**config.mk**
```make
export PLATFORM = sky130hd
export DESIGN_NAME = clk_strobe_gen
export DESIGN_NICKNAME = d
export VERILOG_FILES = /design/src/rtl/clk_strobe_gen.sv
export SDC_FILE = /design/constraint.sdc
export NUM_CORES = 1
export LEC_CHECK = 0
export BUFFER_PORTS_ARGS = -buffer_cell sky130_fd_sc_hd__buf_4
export CAP_MARGIN = 40
export CORE_AREA = 8 8 73 91
export CTS_BUF_LIST = sky130_fd_sc_hd__clkbuf_8
export CTS_CLUSTER_DIAMETER = 30
export CTS_CLUSTER_SIZE = 16
export DETAILED_ROUTE_END_ITERATION = 10
export DIE_AREA = 0 0 81 99
export PLACE_DENSITY = 0.56
export SYNTH_ARGS = -nofsm -noshare
export SYNTH_HDL_FRONTEND = slang
export SYNTH_SLANG_ARGS = --single-unit
```
**constraint.sdc**
```tcl
create_clock -name clk_sys -period 2.38 [get_ports clk_sys]
set_clock_uncertainty 0.15 [all_clocks]
set_input_delay 0.119 -clock clk_sys [delete_from_list [all_inputs] [get_ports clk_sys]]
set_output_delay 0.119 -clock clk_sys [all_outputs]
set_load 0.03 [all_outputs]
```
**src/rtl/clk_strobe_gen.sv**
```systemverilog
// Clock-enable generator for the 8080-class cores: CPU phase, timer/DMA, pixel and aux strobes.
// Optional CPU pause is built only when CLK_STROBE_GEN_PAUSE_EN is defined.
module clk_strobe_gen #(
    parameter int FRAME_LEN = 28,
    parameter int F2_OFS    = 2,
    parameter int PIT_OFS   = 4,
    parameter int PIX_DIV   = 6,
    parameter int AUX_W     = 12,
    parameter int AUX_DIV   = 3571
) (
    input  logic       clk_sys,
    input  logic       reset,
    input  logic [1:0] speed,
    input  logic       pause,
    output logic       ce_f1,
    output logic       ce_f2,
    output logic       ce_pit,
    output logic       ce_dma,
    output logic       ce_pix,
    output logic       ce_pix2x,
    output logic       ce_aux,
    output logic [1:0] speed_act,
    output logic       paused
);

    localparam int FRAME_W = (FRAME_LEN > 2) ? $clog2(FRAME_LEN) : 1;
    localparam int PIX_W   = (PIX_DIV > 2) ? $clog2(PIX_DIV) : 1;

    localparam logic [FRAME_W-1:0] FRAME_LAST   = FRAME_W'(FRAME_LEN - 1);
    localparam logic [FRAME_W-1:0] SLOT_LAST_2X = FRAME_W'(FRAME_LEN / 2 - 1);
    localparam logic [FRAME_W-1:0] SLOT_LAST_4X = FRAME_W'(FRAME_LEN / 4 - 1);
    localparam logic [FRAME_W-1:0] F2_POS       = FRAME_W'(F2_OFS);
    localparam logic [FRAME_W-1:0] PIT_POS      = FRAME_W'(PIT_OFS);
    localparam logic [PIX_W-1:0]   PIX_LAST     = PIX_W'(PIX_DIV - 1);
    localparam logic [PIX_W-1:0]   PIX_HALF     = PIX_W'(PIX_DIV / 2);
    localparam logic [AUX_W-1:0]   AUX_LAST     = AUX_W'(AUX_DIV - 1);

    logic [FRAME_W-1:0] frame_cnt_q, frame_cnt_d;
    logic [FRAME_W-1:0] slot_pos_q, slot_pos_d;
    logic [FRAME_W-1:0] slot_last;
    logic [PIX_W-1:0]   pix_cnt_q, pix_cnt_d;
    logic [AUX_W-1:0]   aux_cnt_q, aux_cnt_d;
    logic [1:0]         speed_act_q, speed_act_d;
    logic [1:0]         speed_norm;
    logic               paused_q;
    logic               frame_end;

    logic ce_f1_q, ce_f1_d;
    logic ce_f2_q, ce_f2_d;
    logic ce_pit_q, ce_pit_d;
    logic ce_pix_q, ce_pix_d;
    logic ce_pix2x_q, ce_pix2x_d;
    logic ce_aux_q, ce_aux_d;

    assign frame_end  = (frame_cnt_q == FRAME_LAST);
    assign speed_norm = (speed == 2'd3) ? 2'd0 : speed;

    // Slot length is FRAME_LEN >> speed_act; only the wrap point is needed.
    always_comb begin
        unique case (speed_act_q)
            2'd1:    slot_last = SLOT_LAST_2X;
            2'd2:    slot_last = SLOT_LAST_4X;
            default: slot_last = FRAME_LAST;
        endcase
    end

    always_comb begin
        frame_cnt_d = frame_end ? '0 : frame_cnt_q + 1'b1;
        // Forcing the slot counter to 0 at frame end keeps slots aligned across speed changes.
        slot_pos_d  = (frame_end || (slot_pos_q == slot_last)) ? '0 : slot_pos_q + 1'b1;
        pix_cnt_d   = (pix_cnt_q == PIX_LAST) ? '0 : pix_cnt_q + 1'b1;
        aux_cnt_d   = (aux_cnt_q == AUX_LAST) ? '0 : aux_cnt_q + 1'b1;
        speed_act_d = frame_end ? speed_norm : speed_act_q;
    end

    always_comb begin
        ce_f1_d    = (slot_pos_q == '0) && !paused_q;
        ce_f2_d    = (slot_pos_q == F2_POS) && !paused_q;
        ce_pit_d   = (frame_cnt_q == PIT_POS);
        ce_pix_d   = (pix_cnt_q == '0);
        ce_pix2x_d = (pix_cnt_q == '0) || (pix_cnt_q == PIX_HALF);
        ce_aux_d   = (aux_cnt_q == '0);
    end

    always_ff @(posedge clk_sys) begin
        if (reset) begin
            frame_cnt_q <= '0;
            slot_pos_q  <= '0;
            pix_cnt_q   <= '0;
            aux_cnt_q   <= '0;
            speed_act_q <= 2'd0;
            ce_f1_q     <= 1'b0;
            ce_f2_q     <= 1'b0;
            ce_pit_q    <= 1'b0;
            ce_pix_q    <= 1'b0;
            ce_pix2x_q  <= 1'b0;
            ce_aux_q    <= 1'b0;
        end else begin
            frame_cnt_q <= frame_cnt_d;
            slot_pos_q  <= slot_pos_d;
            pix_cnt_q   <= pix_cnt_d;
            aux_cnt_q   <= aux_cnt_d;
            speed_act_q <= speed_act_d;
            ce_f1_q     <= ce_f1_d;
            ce_f2_q     <= ce_f2_d;
            ce_pit_q    <= ce_pit_d;
            ce_pix_q    <= ce_pix_d;
            ce_pix2x_q  <= ce_pix2x_d;
            ce_aux_q    <= ce_aux_d;
        end
    end

`ifdef CLK_STROBE_GEN_PAUSE_EN
    logic paused_d;

    assign paused_d = frame_end ? pause : paused_q;

    always_ff @(posedge clk_sys) begin
        if (reset) begin
            paused_q <= 1'b0;
        end else begin
            paused_q <= paused_d;
        end
    end
`else
    logic unused_pause;

    assign paused_q     = 1'b0;
    assign unused_pause = pause;
`endif

    assign ce_f1     = ce_f1_q;
    assign ce_f2     = ce_f2_q;
    assign ce_pit    = ce_pit_q;
    assign ce_dma    = ce_pit_q;
    assign ce_pix    = ce_pix_q;
    assign ce_pix2x  = ce_pix2x_q;
    assign ce_aux    = ce_aux_q;
    assign speed_act = speed_act_q;
    assign paused    = paused_q;

endmodule

```
# [After elaboration in Yosys (flattened, before gate mapping)]
# Cells that the tools add are included.
[totals] elab_cells=36 reg_bits=33 inputBits=5 out_inout_bits=10
[op_classes] reduce_logical=9 n_addsub=4 eq_ne=10 n_mux=2
[ops] operator="12-bit by 1-bit adder with 12-bit output (second input constant)" count=1
[ops] operator="12-bit == test (second input constant)" count=1
[ops] operator="12-bit logical NOT" count=1
[ops] operator="5-bit by 1-bit adder with 5-bit output (second input constant)" count=2
[ops] operator="5-bit case mux with 2 select lines" count=1
[ops] operator="2-bit OR reduction" count=4
[ops] operator="5-bit by 2-bit == test with 1-bit output (second input constant)" count=1
[ops] operator="5-bit by 3-bit == test with 1-bit output (second input constant)" count=1
[ops] operator="5-bit == test" count=1
[ops] operator="5-bit == test (second input constant)" count=1
[ops] operator="5-bit logical NOT" count=1
[ops] operator="2-bit == test (second input constant)" count=2
[ops] operator="3-bit by 1-bit adder with 3-bit output (second input constant)" count=1
[ops] operator="3-bit by 2-bit == test with 1-bit output (second input constant)" count=1
[ops] operator="3-bit == test (second input constant)" count=1
[ops] operator="3-bit logical NOT" count=1
[ops] operator="2-bit by 1-bit == test with 1-bit output (second input constant)" count=1
[ops] operator="1-bit logical OR" count=2
[ops] operator="2-bit two-way mux" count=1

# [Longest topological paths before layout]
[logic_depth] ltp_word=5 mapped_depth=6 ltp_nobuf=5

# [Least setup slack after synthesis]
# No wires, ideal clock.
[synth_path] path_kind="register to register" from="reg speed_act_q[0] (netlist: speed_act[0])" to="reg slot_pos_q[2]" path_buffers=0 t_arrival_ps=1764 synth_period_minus_slack_ps=2044 setup_time_ps=130 path_stages_with_launch=6 slack_ps=336 t_required_ps=2100 cell_sequence="dfxtp_1 > inv_1 > ha_1 > or3b_2 > a221oi_4 > nor3_1"
[synth_via] elab_chain_len=5 elab_cells_between_ends=6 cone_classes="eq/ne: 3; mux: 1; reduce/logical: 2"
[synth_lines] element="start: declaration" line="43" source="logic [1:0] speed_act_q, speed_act_d;"
[synth_lines] element="start signal: assignment" line="103" source="speed_act_q <= speed_act_d;"
[synth_lines] element="2-bit == test / 2-bit by 1-bit == test with 1-bit output (equally long branches)" line="60" source="unique case (speed_act_q)"
[synth_lines] element="5-bit case mux with 2 select lines (*)" line="60"
[synth_lines] element="5-bit == test (*)" line="70" source="slot_pos_d = (frame_end || (slot_pos_q == slot_last)) ? '0 : slot_pos_q + 1'b1;"
[synth_lines] element="1-bit logical OR (*)" line="70"
[synth_lines] element="2-bit OR reduction (no source line) (*)"
[synth_lines] element="end signal: assignment" line="100" source="slot_pos_q <= slot_pos_d;"
[synth_lines] element="end: declaration" line="39" source="logic [FRAME_W-1:0] slot_pos_q, slot_pos_d;"
# Every way passes the cells marked *; elsewhere a longest branch is shown, timed or not.
# A chain may end at the register's enable or synchronous reset.

# [Worst setup path in the final report]
[layout_path] from="reg frame_cnt_q[0]" to="reg speed_act_q[0] (netlist: speed_act[0])"
[layout_via] elab_chain_len=1
[layout_lines] element="start: declaration" line="38" source="logic [FRAME_W-1:0] frame_cnt_q, frame_cnt_d;"
[layout_lines] element="start signal: assignment" line="99" source="frame_cnt_q <= frame_cnt_d;"
[layout_lines] element="5-bit == test" line="55" source="assign frame_end = (frame_cnt_q == FRAME_LAST);"
# No other way between the ends.

==> out/results.ini <==
[run_status]
outcome=completed

[floorplanning]
start_util_pct=28.8
fp.dieH_um=99
rows=30
die_w_um=81
core_mm2=0.00526
dieArea_mm2=0.00802
ioPinCount=15

[synthesis]
yosys_warnings=0
ys_ff_latch=33
yosysSeqAreaShare_pct=43.7
synth_ff_type=dfxtp_1
ys_types=32
synth_edf_count=0
avgSynthCellArea_um2=9.70
syn_inst=156
ys_async_sr_fraction_pct=0
synth_nets=175
synthesis.area_mm2=0.00151

[global_route]
grt_pass1_vias=1038
grt_remaining_overflow=0
grt_first_pass_wirelength_mm=4.54
grtUsageTotal_pct=7.32
grt_max_degree=12
antenna_found_initial=0

[sta]
report.final.hold_viol_count=0
setup_viol=0
fin_crit_sh_pct=92.5
setup_ws_ns=0.179
fin_setup_tns_ns=0
min_period_ns=2.20
rsz0062_at_grt=false
max_freq_mhz=454
whs_ns=0.0637
final_max_slew_viol_count=0

[worst_setup_path]
crit_start=frame_cnt_q[0]$_SDFF_PP0_
r2r-end=speed_act[0]$_SDFFE_PP0P_
required_ns=2.47
crit_chain=ha_1 -> nand4b_1 -> or3b_2 -> a21oi_1 -> dlygate4sd3_1
critPathMaxFanout=5
r2r_setup_slack_ns=0.18
r2r_cells=5
critical_path.endpoint=speed_act[0]$_SDFFE_PP0P_
crit_path_max_incr_delay_ns=0.55
cp-end-kind=flip-flop
critPathArrivalTime_ns=2.29
critPathSlowestCell=dlygate4sd3_1
path_class=flip-flop to flip-flop
startpoint_type=flip-flop
reg2reg_from=frame_cnt_q[0]$_SDFF_PP0_

[final_layout]
stdcell_count=243
layout_common_cells=dfxtp_1, buf_4, inv_1, ha_1, nor2_1
mostFrequentLayoutCell=dfxtp_1
stdcell_area_mm2=0.00180
n_fill_cell=561
area_growth_pct=18.7
fin_util_pct=34.2
antenna_cells=0
multi_input_area_um2=773
regArea_um2=661
final_layout_size_suffix_gt1_share_pct=17.3
nets=197

[clocking]
clkTransAtPathRegs_ns=0.08
cts_tree=built
clk-insertion-delay-late_ns=0.29
numCtsBuffers=5
clock-sinks=33
htreeDepth=2
cts_max_path_buffers=2
cts_root_buffer=clkbuf_8

[drt]
num_vias=1149
postRouteWirelength_mm=2.70
drc=0
drt-pass1-iter-count=4
final_antenna_net_count=0
viasPerCell=4.73
drt-initial-drc-count=50
routedWlPerCell_um=11.1

[power]
peakVddDrop_uv=198
p_per_area_mw_per_mm2=633
p_total_mw=1.14
p_leak_nw=0.716

[placement]
gp_congestion=0.708
numPortBuffers=12
pre_cts_ws_ns=0.445
postPlaceCellArea_mm2=0.00166
placedCellCount=230
dpl.hpwl_mm=1.91

[hold_path]
hold_class=primary input to flip-flop

[flow_run]
drv_cap=0

## synth_stat cells (2+ instances only)
master | n | area, um2
a21oi_1 | 10 | 50.1
and2_1 | 2 | 12.5
and3_1 | 3 | 18.8
buf_4 | 2 | 15.0
dfxtp_1 | 33 | 661
ha_1 | 14 | 175
inv_1 | 14 | 52.6
nand2_1 | 9 | 33.8
nand3_1 | 7 | 35.0
nand3b_1 | 2 | 15.0
nand4_1 | 3 | 18.8
nand4b_1 | 2 | 17.5
nor2_1 | 11 | 41.3
nor3_1 | 4 | 20.0
nor4_1 | 3 | 18.8
o21ai_0 | 4 | 20.0
o31ai_1 | 3 | 22.5
or3_1 | 4 | 25.0
or3b_2 | 4 | 35.0
or4_1 | 3 | 22.5
xnor2_1 | 5 | 43.8
xor2_1 | 4 | 35.0
## flip-flops by register name, summed over array words and instances (netlist names)
register,flops
speed_act,2
aux_cnt_q,12
frame_cnt_q,5
ce_f1,1
ce_aux,1
slot_pos_q,5
ce_pix,1
ce_dma,1
ce_f2,1
pix_cnt_q,3
ce_pix2x,1
## how the worst min path moves through the flow
| stage | cells past startpoint | slack (ns) | to | from |
|---|---|---|---|---|
| floorplan | 1 | 0.04 | frame_cnt_q[4]$_SDFF_PP0_ | reset |
| global placement | 2 | 0.19 | speed_act[0]$_SDFFE_PP0P_ | reset |
| detailed placement | 2 | 0.19 | speed_act[1]$_SDFFE_PP0P_ | reset |
| CTS | 3 | 0.05 | speed_act[1]$_SDFFE_PP0P_ | speed[1] |
| global route | 3 | 0.07 | speed_act[1]$_SDFFE_PP0P_ | speed[1] |
| finish | 3 | 0.06 | speed_act[1]$_SDFFE_PP0P_ | speed[1] |
## kinds of logic (layout without fill, tap and decap cells)
| family | count (synthesis) | count (layout) | share of synthesized area (%) |
|---|---|---|---|
| fa+ha+maj | 14 | 14 | 11.6 |
| simple gates | 62 | 62 | 23.9 |
| buf+inv | 17 | 40 | 5.21 |
| compound gates | 20 | 20 | 10.2 |
| other cells | 1 | 1 | 0.248 |
| xor+xnor | 9 | 9 | 5.21 |
| flops | 33 | 33 | 43.7 |
## repair_timing
item,in CTS,in global routing
gates resized for setup,0,0
endpoints found under the hold margin,3,0
buffers inserted,0,2
setup endpoints to repair,0,1
hold buffers,3,0
## routing by layer
metal / global-route usage (%) / share of wire [%]
met5: 0 / 0
met4: 6.21 / 2.8
met3: 2.46 / 3.9
met2: 12.1 / 50
met1: 7.06 / 43
## where the power goes
group	switching [mW]	leakage (nW)	total, mW	internal [mW]
Combinational	0.0608	0.402	0.110	0.0493
Sequential	0.0217	0.270	0.601	0.579
Clock	0.223	0.0439	0.425	0.202
## critical path, delay by kind of cell (launching register included)
family | cells | cell delay [ns]
compound gates | 1 | 0.14
flops | 1 | 0.38
fa+ha+maj | 1 | 0.24
simple gates | 2 | 0.69
buf+inv | 1 | 0.55
## final cells by class
class	instances	area share, %
Inverter	14	2.93
Sequential cell	33	36.8
Clock buffer	5	3.83
Clock inverter	3	0.976
Tap cell	64	4.46
Timing Repair Buffer	18	7.94
Multi-Input combinational cell	106	43.1
Note: power is estimated with default switching activity, not from simulation.
